$ cat src/rtl/demux1_29_seq_if.sv
// Bus bundle for the 1:29 registered demultiplexer: serial input side and
// parallel frame output side.
interface demux1_29_seq_if #(
    parameter int N     = 29,
    parameter int SEL_W = 5
);
    logic             din;
    logic             din_valid;
    logic [SEL_W-1:0] sel;
    logic             auto_mode;
    logic             start;
    logic [N-1:0]     outp;
    logic             frame_valid;
    logic             busy;
    logic             sel_err;
    logic             parity_err;

    modport master (
        output din, din_valid, sel, auto_mode, start,
        input  outp, frame_valid, busy, sel_err, parity_err
    );

    modport slave (
        input  din, din_valid, sel, auto_mode, start,
        output outp, frame_valid, busy, sel_err, parity_err
    );
endinterface

$ cat src/rtl/demux1_29_seq.sv
// Registered 1:29 demultiplexer with an auto-incrementing frame sequencer.
// Define DEMUX_PARITY_EN to add a trailing even-parity bit check per frame.
module demux1_29_seq #(
    parameter int N     = 29,
    parameter int SEL_W = 5
) (
    input logic            clk,
    input logic            rst,
    demux1_29_seq_if.slave bus
);

`ifdef DEMUX_PARITY_EN
    typedef enum logic [1:0] {IDLE, FILL, PARITY} state_t;
`else
    typedef enum logic [1:0] {IDLE, FILL} state_t;
`endif

    localparam logic [SEL_W-1:0] LAST_IDX = SEL_W'(N - 1);

    state_t           state_q, state_d;
    logic [N-1:0]     outp_q, outp_d;
    logic [SEL_W-1:0] idx_q, idx_d;
    logic             fv_q, fv_d;
    logic             se_q, se_d;
`ifdef DEMUX_PARITY_EN
    logic             pe_q, pe_d;
`endif

    always_ff @(posedge clk or posedge rst) begin
        if (rst) begin
            state_q <= IDLE;
            outp_q  <= '0;
            idx_q   <= '0;
            fv_q    <= 1'b0;
            se_q    <= 1'b0;
`ifdef DEMUX_PARITY_EN
            pe_q    <= 1'b0;
`endif
        end else begin
            state_q <= state_d;
            outp_q  <= outp_d;
            idx_q   <= idx_d;
            fv_q    <= fv_d;
            se_q    <= se_d;
`ifdef DEMUX_PARITY_EN
            pe_q    <= pe_d;
`endif
        end
    end

    always_comb begin
        state_d = state_q;
        outp_d  = outp_q;
        idx_d   = idx_q;
        fv_d    = 1'b0;
        se_d    = 1'b0;
`ifdef DEMUX_PARITY_EN
        pe_d    = 1'b0;
`endif
        case (state_q)
            IDLE: begin
                if (!bus.auto_mode) begin
                    if (bus.din_valid) begin
                        if (int'(bus.sel) < N) outp_d[bus.sel] = bus.din;
                        else                   se_d = 1'b1;
                    end
                end else if (bus.start) begin
                    // start outranks a coincident din_valid: that bit is dropped
                    outp_d  = '0;
                    idx_d   = '0;
                    state_d = FILL;
                end
            end
            FILL: begin
                if (!bus.auto_mode) begin
                    idx_d   = '0;
                    state_d = IDLE;
                end else if (bus.din_valid) begin
                    outp_d[idx_q] = bus.din;
                    if (idx_q == LAST_IDX) begin
                        idx_d = '0;
`ifdef DEMUX_PARITY_EN
                        state_d = PARITY;
`else
                        state_d = IDLE;
                        fv_d    = 1'b1;
`endif
                    end else begin
                        idx_d = idx_q + 1'b1;
                    end
                end
            end
`ifdef DEMUX_PARITY_EN
            PARITY: begin
                if (!bus.auto_mode) begin
                    idx_d   = '0;
                    state_d = IDLE;
                end else if (bus.din_valid) begin
                    // even parity: the trailing bit must equal the XOR of the frame
                    pe_d    = (bus.din != ^outp_q);
                    fv_d    = 1'b1;
                    state_d = IDLE;
                end
            end
`endif
            default: begin
                idx_d   = '0;
                state_d = IDLE;
            end
        endcase
    end

    assign bus.outp        = outp_q;
    assign bus.frame_valid = fv_q;
    assign bus.busy        = (state_q != IDLE);
    assign bus.sel_err     = se_q;
`ifdef DEMUX_PARITY_EN
    assign bus.parity_err  = pe_q;
`else
    assign bus.parity_err  = 1'b0;
`endif

endmodule

$ cat src/flat_wrapper.sv
// flat-port wrapper written by rule: the top's interface ports become plain ports
module demux1_29_seq_flat 
#(
    parameter int N     = 29,
    parameter int SEL_W = 5
)
  (clk, rst, bus_din, bus_din_valid, bus_sel, bus_auto_mode, bus_start, bus_outp, bus_frame_valid, bus_busy, bus_sel_err, bus_parity_err);
  demux1_29_seq_if #(.N(N), .SEL_W(SEL_W)) bus_i ();
  input logic clk;
  input logic rst;
  input wire logic [$bits(bus_i.din)-1:0] bus_din;
  input wire logic [$bits(bus_i.din_valid)-1:0] bus_din_valid;
  input wire logic [$bits(bus_i.sel)-1:0] bus_sel;
  input wire logic [$bits(bus_i.auto_mode)-1:0] bus_auto_mode;
  input wire logic [$bits(bus_i.start)-1:0] bus_start;
  output wire logic [$bits(bus_i.outp)-1:0] bus_outp;
  output wire logic [$bits(bus_i.frame_valid)-1:0] bus_frame_valid;
  output wire logic [$bits(bus_i.busy)-1:0] bus_busy;
  output wire logic [$bits(bus_i.sel_err)-1:0] bus_sel_err;
  output wire logic [$bits(bus_i.parity_err)-1:0] bus_parity_err;
  assign bus_i.din = bus_din;
  assign bus_i.din_valid = bus_din_valid;
  assign bus_i.sel = bus_sel;
  assign bus_i.auto_mode = bus_auto_mode;
  assign bus_i.start = bus_start;
  assign bus_outp = bus_i.outp;
  assign bus_frame_valid = bus_i.frame_valid;
  assign bus_busy = bus_i.busy;
  assign bus_sel_err = bus_i.sel_err;
  assign bus_parity_err = bus_i.parity_err;
  demux1_29_seq #(.N(N), .SEL_W(SEL_W)) u_core (.clk(clk), .rst(rst), .bus(bus_i));
endmodule
$ cat config.mk
export PLATFORM = sky130hd
export DESIGN_NAME = demux1_29_seq_flat
export DESIGN_NICKNAME = d
export VERILOG_FILES = /design/src/rtl/demux1_29_seq_if.sv /design/src/rtl/demux1_29_seq.sv /design/src/flat_wrapper.sv
export SDC_FILE = /design/constraint.sdc
export NUM_CORES = 1
export LEC_CHECK = 0
export CORE_ASPECT_RATIO = 2
export CORE_UTILIZATION = 35
export DETAILED_ROUTE_END_ITERATION = 6
export PLACE_DENSITY_LB_ADDON = 0.2
export SKIP_CTS_REPAIR_TIMING = 1
export SLEW_MARGIN = 25
export SYNTH_ARGS = -nofsm -noshare
export SYNTH_HDL_FRONTEND = slang
export SYNTH_SLANG_ARGS = --single-unit
$ cat constraint.sdc
create_clock -name clk -period 1.64 [get_ports clk]
set_input_delay 0.246 -clock clk [delete_from_list [all_inputs] [get_ports clk]]
set_output_delay 0.246 -clock clk [all_outputs]
set_load 0.005 [all_outputs]
==> results.cfg, run 1 <==
[outcome]
status = complete, but fails checks
violations = negative setup slack

[synthesis]
yosys.cell_types.count = 42
synth_edf_count = 0
synth_area_leaders = dfrtp_1, a221oi_2, mux2_4, nand2_1, o22ai_1
yosys.area.top_type_share_pct = 32.60
synth_cells = 299
yosys_warnings = 0
mappedNetlistArea_um2 = 2840
synth.largest_area_cell = dfrtp_1
synth_most_common_cell = nand2_1
synthArstFlopShare_pct = 100.0
ys_ff_latch = 37
synth_ff_type = dfrtp_1
synth_common_cells = nand2_1, dfrtp_1, o22ai_1
ys_seq_area_share_pct = 32.60
avgSynthCellArea_um2 = 9.499
synth_nets = 314

[floorplan]
dieHeight_um = 129.4
dieArea_um2 = 8501
initial_utilization_pct = 36.02
ios = 44
num_rows = 46
die_w_um = 65.70
core_um2 = 7885

[cts]
clkTransAtPathRegs_ns = 0.06
clock_sinks = 37
cts_made_buffers = 5
clockBufferDepth = 2
root_buffer = clkbuf_16
clock_latency_ns = 0.29
cts_tree = built
cts.htree.levels = 2

[layout]
n_antenna_cell = 0
finalNetCount = 423
drive_gt1_share_pct = 42.79
syn_to_final_growth_pct = 53.17
fillers = 686

[power]
switching_share_pct = 28.10
clkPwrFrac_pct = 38.3
power_frac_comb_pct = 26.3
p_total_mw = 2.681
p_leak_nw = 1.822
internal-power_mw = 1.927
seqPwrFrac_pct = 35.4
p_per_area_nw_per_um2 = 616.2
power.switching_uw = 753.2
peakVddDrop_uv = 404.2

[routing]
drc_errors = 0
wl_per_cell_um = 19.61
firstDrtPassIters = 4
wl_um = 9901
viasPerCell = 5.851
ant_nets = 0
drt_iter0_drc = 147
routed-via-count = 2955

[setup_path]
endpoint_kind = flop
start_kind = flop
crit_arrival_ns = 1.96
worstPathMaxFanout = 7
rrSetupSlack_ns = -0.14
worstPathRequired_ns = 1.81
path_class = reg2reg

[sta]
setup_viol = 28
period_minus_slack_ns = 1.785
finClkSkew_ns = 0.003365
rsz0062_at_grt = yes
setup_ws_ns = -0.1446
finalMaxSlewViolations = 0
post-route-period-util_pct = 108.8
hold_violations = 0
whs_ns = 0.3175
fmax_mhz = 560.4

[global_route]
grt_start_max_net_pins = 38
antenna_found_initial = 0
track_usage_pct = 22.52
grt_pass1_wl_um = 14210
grt-ovfl-total = 0
grt_pass1_vias = 2788

[min_path]
hp-class = in2async

[place]
hpwl_um = 6662
port-buffer-count = 42
place.gp.congestion = 0.8691

[flow_run]
max_cap_viol_count = 0
==> routing by layer <==
layer	global-route usage (%)	share of wire, %	up-vias
met5	0	0	-
met4	14.19	6.7	0
met3	3.433	5.5	48
met2	39.98	52	136
met1	24.02	35	1438
li1	-	-	1333
==> per-stage QoR <==
| step | instance area, µm² | setup slack, ns | util [%] | std cells | TNS [ns] |
|---|---|---|---|---|---|
| floorplan | 2854 | -0.1116 | - | 299 | -2.236 |
| global placement | 3879 | -0.5294 | 49.19 | 484 | -13.78 |
| detailed placement | 3879 | -0.5732 | 49.19 | 484 | -14.44 |
| CTS | 4036 | -0.2719 | 51.19 | 492 | -5.322 |
| global route | 4350 | -0.1873 | 55.17 | 505 | -4.611 |
| finish | 4350 | -0.1446 | 55.17 | 505 | -3.587 |
==> worst max-delay path: stages, from the launching register on <==
cell and delay [ns]:
dfrtp_2 0.44, buf_6 0.13, and3_4 0.14, a211oi_4 0.36, clkbuf_16 0.25, a221oi_2 0.05, mux2_4 0.30
==> cell usage in the layout, fill, tap and decap left out, types with 2 or more instances in the layout <==
master and instances:
or3b_2 3, nor3_1 2, and3b_1 7, nor2_1 5, o22ai_1 27, dfrtp_1 32, nor2b_1 3, inv_1 2
o22ai_2 2, buf_6 6, a221oi_2 24, clkbuf_8 2, o21ai_0 5, buf_12 7, inv_2 2, or3_1 2
nor3b_4 3, nand2_1 64, clkdlybuf4s50_1 35, nand4_1 2, nor3b_2 2, mux2_4 20, nand3b_1 6, buf_4 73
a221oi_1 4, mux2_2 9, dfrtp_2 5, clkbuf_16 7, dlymetal6s2s_1 7, ha_1 3, nand2b_1 2, nor3b_1 2
nand3_1 13
==> final timing paths <==
kind	depth (start not counted)	endpoint	from
setup / recovery	6	u_core.bus.outp[8]	u_core.state_q[0]
min in group clk	3	u_core.bus.sel_err	bus_auto_mode
hold reg to reg	1	u_core.bus.outp[11]	u_core.bus.outp[11]
max in group asynchronous	3	u_core.idx_q[4]	rst
setup reg to reg	6	u_core.bus.outp[8]	u_core.state_q[0]
hold / removal	3	u_core.bus.sel_err	rst
==> cell families (layout without fill, tap and decap cells) <==
| family | Yosys count | after routing | share of synthesized area (%) |
|---|---|---|---|
| and+or+nand+nor | 125 | 125 | 22.42 |
| AOI/OAI and AO/OA | 71 | 71 | 23.44 |
| DFF | 37 | 37 | 32.60 |
| buffers and inverters | 32 | 142 | 5.506 |
| muxes | 29 | 29 | 14.14 |
| adders and majority gates | 4 | 4 | 1.762 |
| other | 1 | 1 | 0.1320 |
==> sequential cells by signal, indices dropped and copies added (netlist names) <==
name,flops
u_core.bus.frame_valid,1
u_core.bus.outp,29
u_core.bus.sel_err,1
u_core.idx_q,5
u_core.state_q,1
==> power by group through the flow <==
stage / logic (mW) / clock network, mW / registers, mW
3_3_place_gp: 0.588 / 0 / 0.963
2_1_floorplan: 0.324 / 0 / 0.961
6_report: 0.704 / 1.03 / 0.949
5_1_grt: 0.741 / 1.10 / 0.951
3_5_place_dp: 0.594 / 0 / 0.964
4_1_cts: 0.596 / 1.06 / 0.947
==> final cells by class <==
type / count / area (µm²) / share of cell area (%)
multi-input combinational: 230 / 1882 / 43.26
clock buffer: 7 / 152.6 / 3.509
sequential: 37 / 932.1 / 21.43
inverter: 4 / 15.01 / 0.3451
clock inverter: 1 / 5.005 / 0.1150
timing repair buffer: 130 / 1244 / 28.59
tap: 96 / 120.1 / 2.761
Power figures use the tool's default switching activity.
==> run 2: changes to the inputs <==
--- a/config.mk
+++ b/config.mk
@@ -6,7 +6,7 @@
 export NUM_CORES = 1
 export LEC_CHECK = 0
 export CORE_ASPECT_RATIO = 2
-export CORE_UTILIZATION = 35
+export CORE_UTILIZATION = 45
 export DETAILED_ROUTE_END_ITERATION = 6
 export PLACE_DENSITY_LB_ADDON = 0.2
 export SKIP_CTS_REPAIR_TIMING = 1
==> run 2 against run 1 <==
The flow still finishes with violations (negative setup slack). Global-route usage increased by 4.9 points. Design area increased by 3.2%. Clock-buffer cell count unchanged. Flip-flop and latch count unchanged. Register-to-register slack about the same. Die area decreased by 22%. Fmax decreased by 0.20%. Total power increased by 6.7%. Clock power increased by 11%. Clock skew about the same. Worst hold slack got worse by 0.040 ns. Via count increased by 1.1%. Critical path type unchanged.
==> results.cfg, run 2 (synthesis results as in run 1) <==
[setup_path]
worstPathMaxFanout = 14
worstPathRequired_ns = 1.81
endpoint_kind = flop
rrSetupSlack_ns = -0.15
crit_arrival_ns = 1.96
rr_startpoint = u_core.state_q[0]
crit_start = u_core.state_q[0]
ff2ff_path_depth = 6
path_class = reg2reg
r2r-end = u_core.bus.outp[16]
start_kind = flop

[place]
place.gp.congestion = 1.001
dpl_cell_area_um2 = 3784
hpwl_um = 6267
port-buffer-count = 42
place_inst = 463

[routing]
wl_per_cell_um = 20.36
firstDrtPassIters = 5
viasPerCell = 6.225
ant_nets = 0
drc_errors = 0
routed-via-count = 2988
wl_um = 9772
drt_iter0_drc = 157

[layout]
largest_reg_flops = 29
syn_to_final_growth_pct = 58.06
fillers = 407
final_cell_count_no_fill = 480
n_antenna_cell = 0
final_cell_mix = nand2_1, buf_4, clkdlybuf4s50_1
final_area_um2 = 4489
drive_gt1_share_pct = 40.91
final_common_cell = nand2_1
finalNetCount = 410

[cts]
root_buffer = clkbuf_16
cts_made_buffers = 5
clock_sinks = 37
clock_latency_ns = 0.29
clockBufferDepth = 2
cts.htree.levels = 2
cts_tree = built
clkTransAtPathRegs_ns = 0.06

[min_path]
hp-class = in2async

[floorplan]
num_rows = 40
initial_utilization_pct = 46.90
dieArea_um2 = 6652
core_um2 = 6056
dieHeight_um = 114.4
ios = 44
die_w_um = 58.18

[sta]
finClkSkew_ns = 0.003302
fin_tns_setup_ns = -3.278
setup_viol = 28
setup_ws_ns = -0.1482
period_minus_slack_ns = 1.788
fmax_mhz = 559.2
finalMaxSlewViolations = 0
whs_ns = 0.2777
post-route-period-util_pct = 109.0
rsz0062_at_grt = yes
hold_violations = 0

[power]
clkPwrFrac_pct = 40.0
p_leak_nw = 1.852
p_per_area_nw_per_um2 = 636.9
internal-power_mw = 2.055
power.switching_uw = 804.3
p_total_mw = 2.859
peakVddDrop_uv = 701.1
switching_share_pct = 28.13
seqPwrFrac_pct = 33.2
power_frac_comb_pct = 26.8

[global_route]
grt_pass1_wl_um = 13610
grt-ovfl-total = 0
grt_pass1_vias = 2850
grt_start_max_net_pins = 29
antenna_found_initial = 0
track_usage_pct = 27.46

[outcome]
violations = negative setup slack
status = complete, but fails checks

[flow_run]
max_cap_viol_count = 0
-- run 2: changes by cell type in the layout (fill, tap and decap cells not counted), sizes merged --
cell    previous run  this run
buf               86        73
bufinv             0         1
clkinv             1         0
-- run 2: worst max path at each step --
stage,endpoint,slack (ns)
6_report,u_core.bus.outp[16],-0.15
5_1_grt,u_core.bus.outp[16],-0.19
4_1_cts,u_core.bus.outp[8],-0.26
3_5_place_dp,u_core.bus.outp[28],-0.55
3_3_place_gp,u_core.bus.outp[11],-0.56
2_1_floorplan,u_core.bus.outp[18],-0.11
-- run 2: area by class of cell --
cell class	instances	area [µm²]	share of cell area, %
repair buffers	117	1106	24.64
clock inverters	1	30.03	0.6689
inverters	4	15.01	0.3344
flip-flops and latches	37	929.6	20.71
multi-input cells	230	2161	48.13
clock buffers	7	142.6	3.177
well taps	84	105.1	2.341
-- run 2: layer usage --
layer | vias up | routed length (µm) | track usage [%]
li1 | 1313 | - | -
met1 | 1457 | 3476 | 29.89
met2 | 152 | 5140 | 47.43
met3 | 66 | 537 | 4.859
met4 | 0 | 617 | 17.62
met5 | - | 0 | 0
-- run 2: stage by stage --
stage	worst slack (ns)	utilization, %
after detailed placement	-0.5483	62.48
after floorplan	-0.1116	-
after CTS	-0.2556	65.33
after global routing	-0.1874	74.13
final	-0.1482	74.13
after global placement	-0.5555	62.48
-- run 2: power groups by stage --
stage | clock [mW] | combinational [mW] | sequential [mW]
final | 1.14 | 0.767 | 0.949
after global routing | 1.20 | 0.806 | 0.951
after CTS | 1.16 | 0.570 | 0.947
after detailed placement | 0 | 0.567 | 0.963
after global placement | 0 | 0.556 | 0.962
after floorplan | 0 | 0.324 | 0.961
-- run 2: critical path, cell delays in order, from the launching register on --
cell and delay, ns:
dfrtp_2 0.44, and3b_2 0.29, a211oi_4 0.05, buf_6 0.15, buf_12 0.17, a221oi_2 0.22
mux2_4 0.34
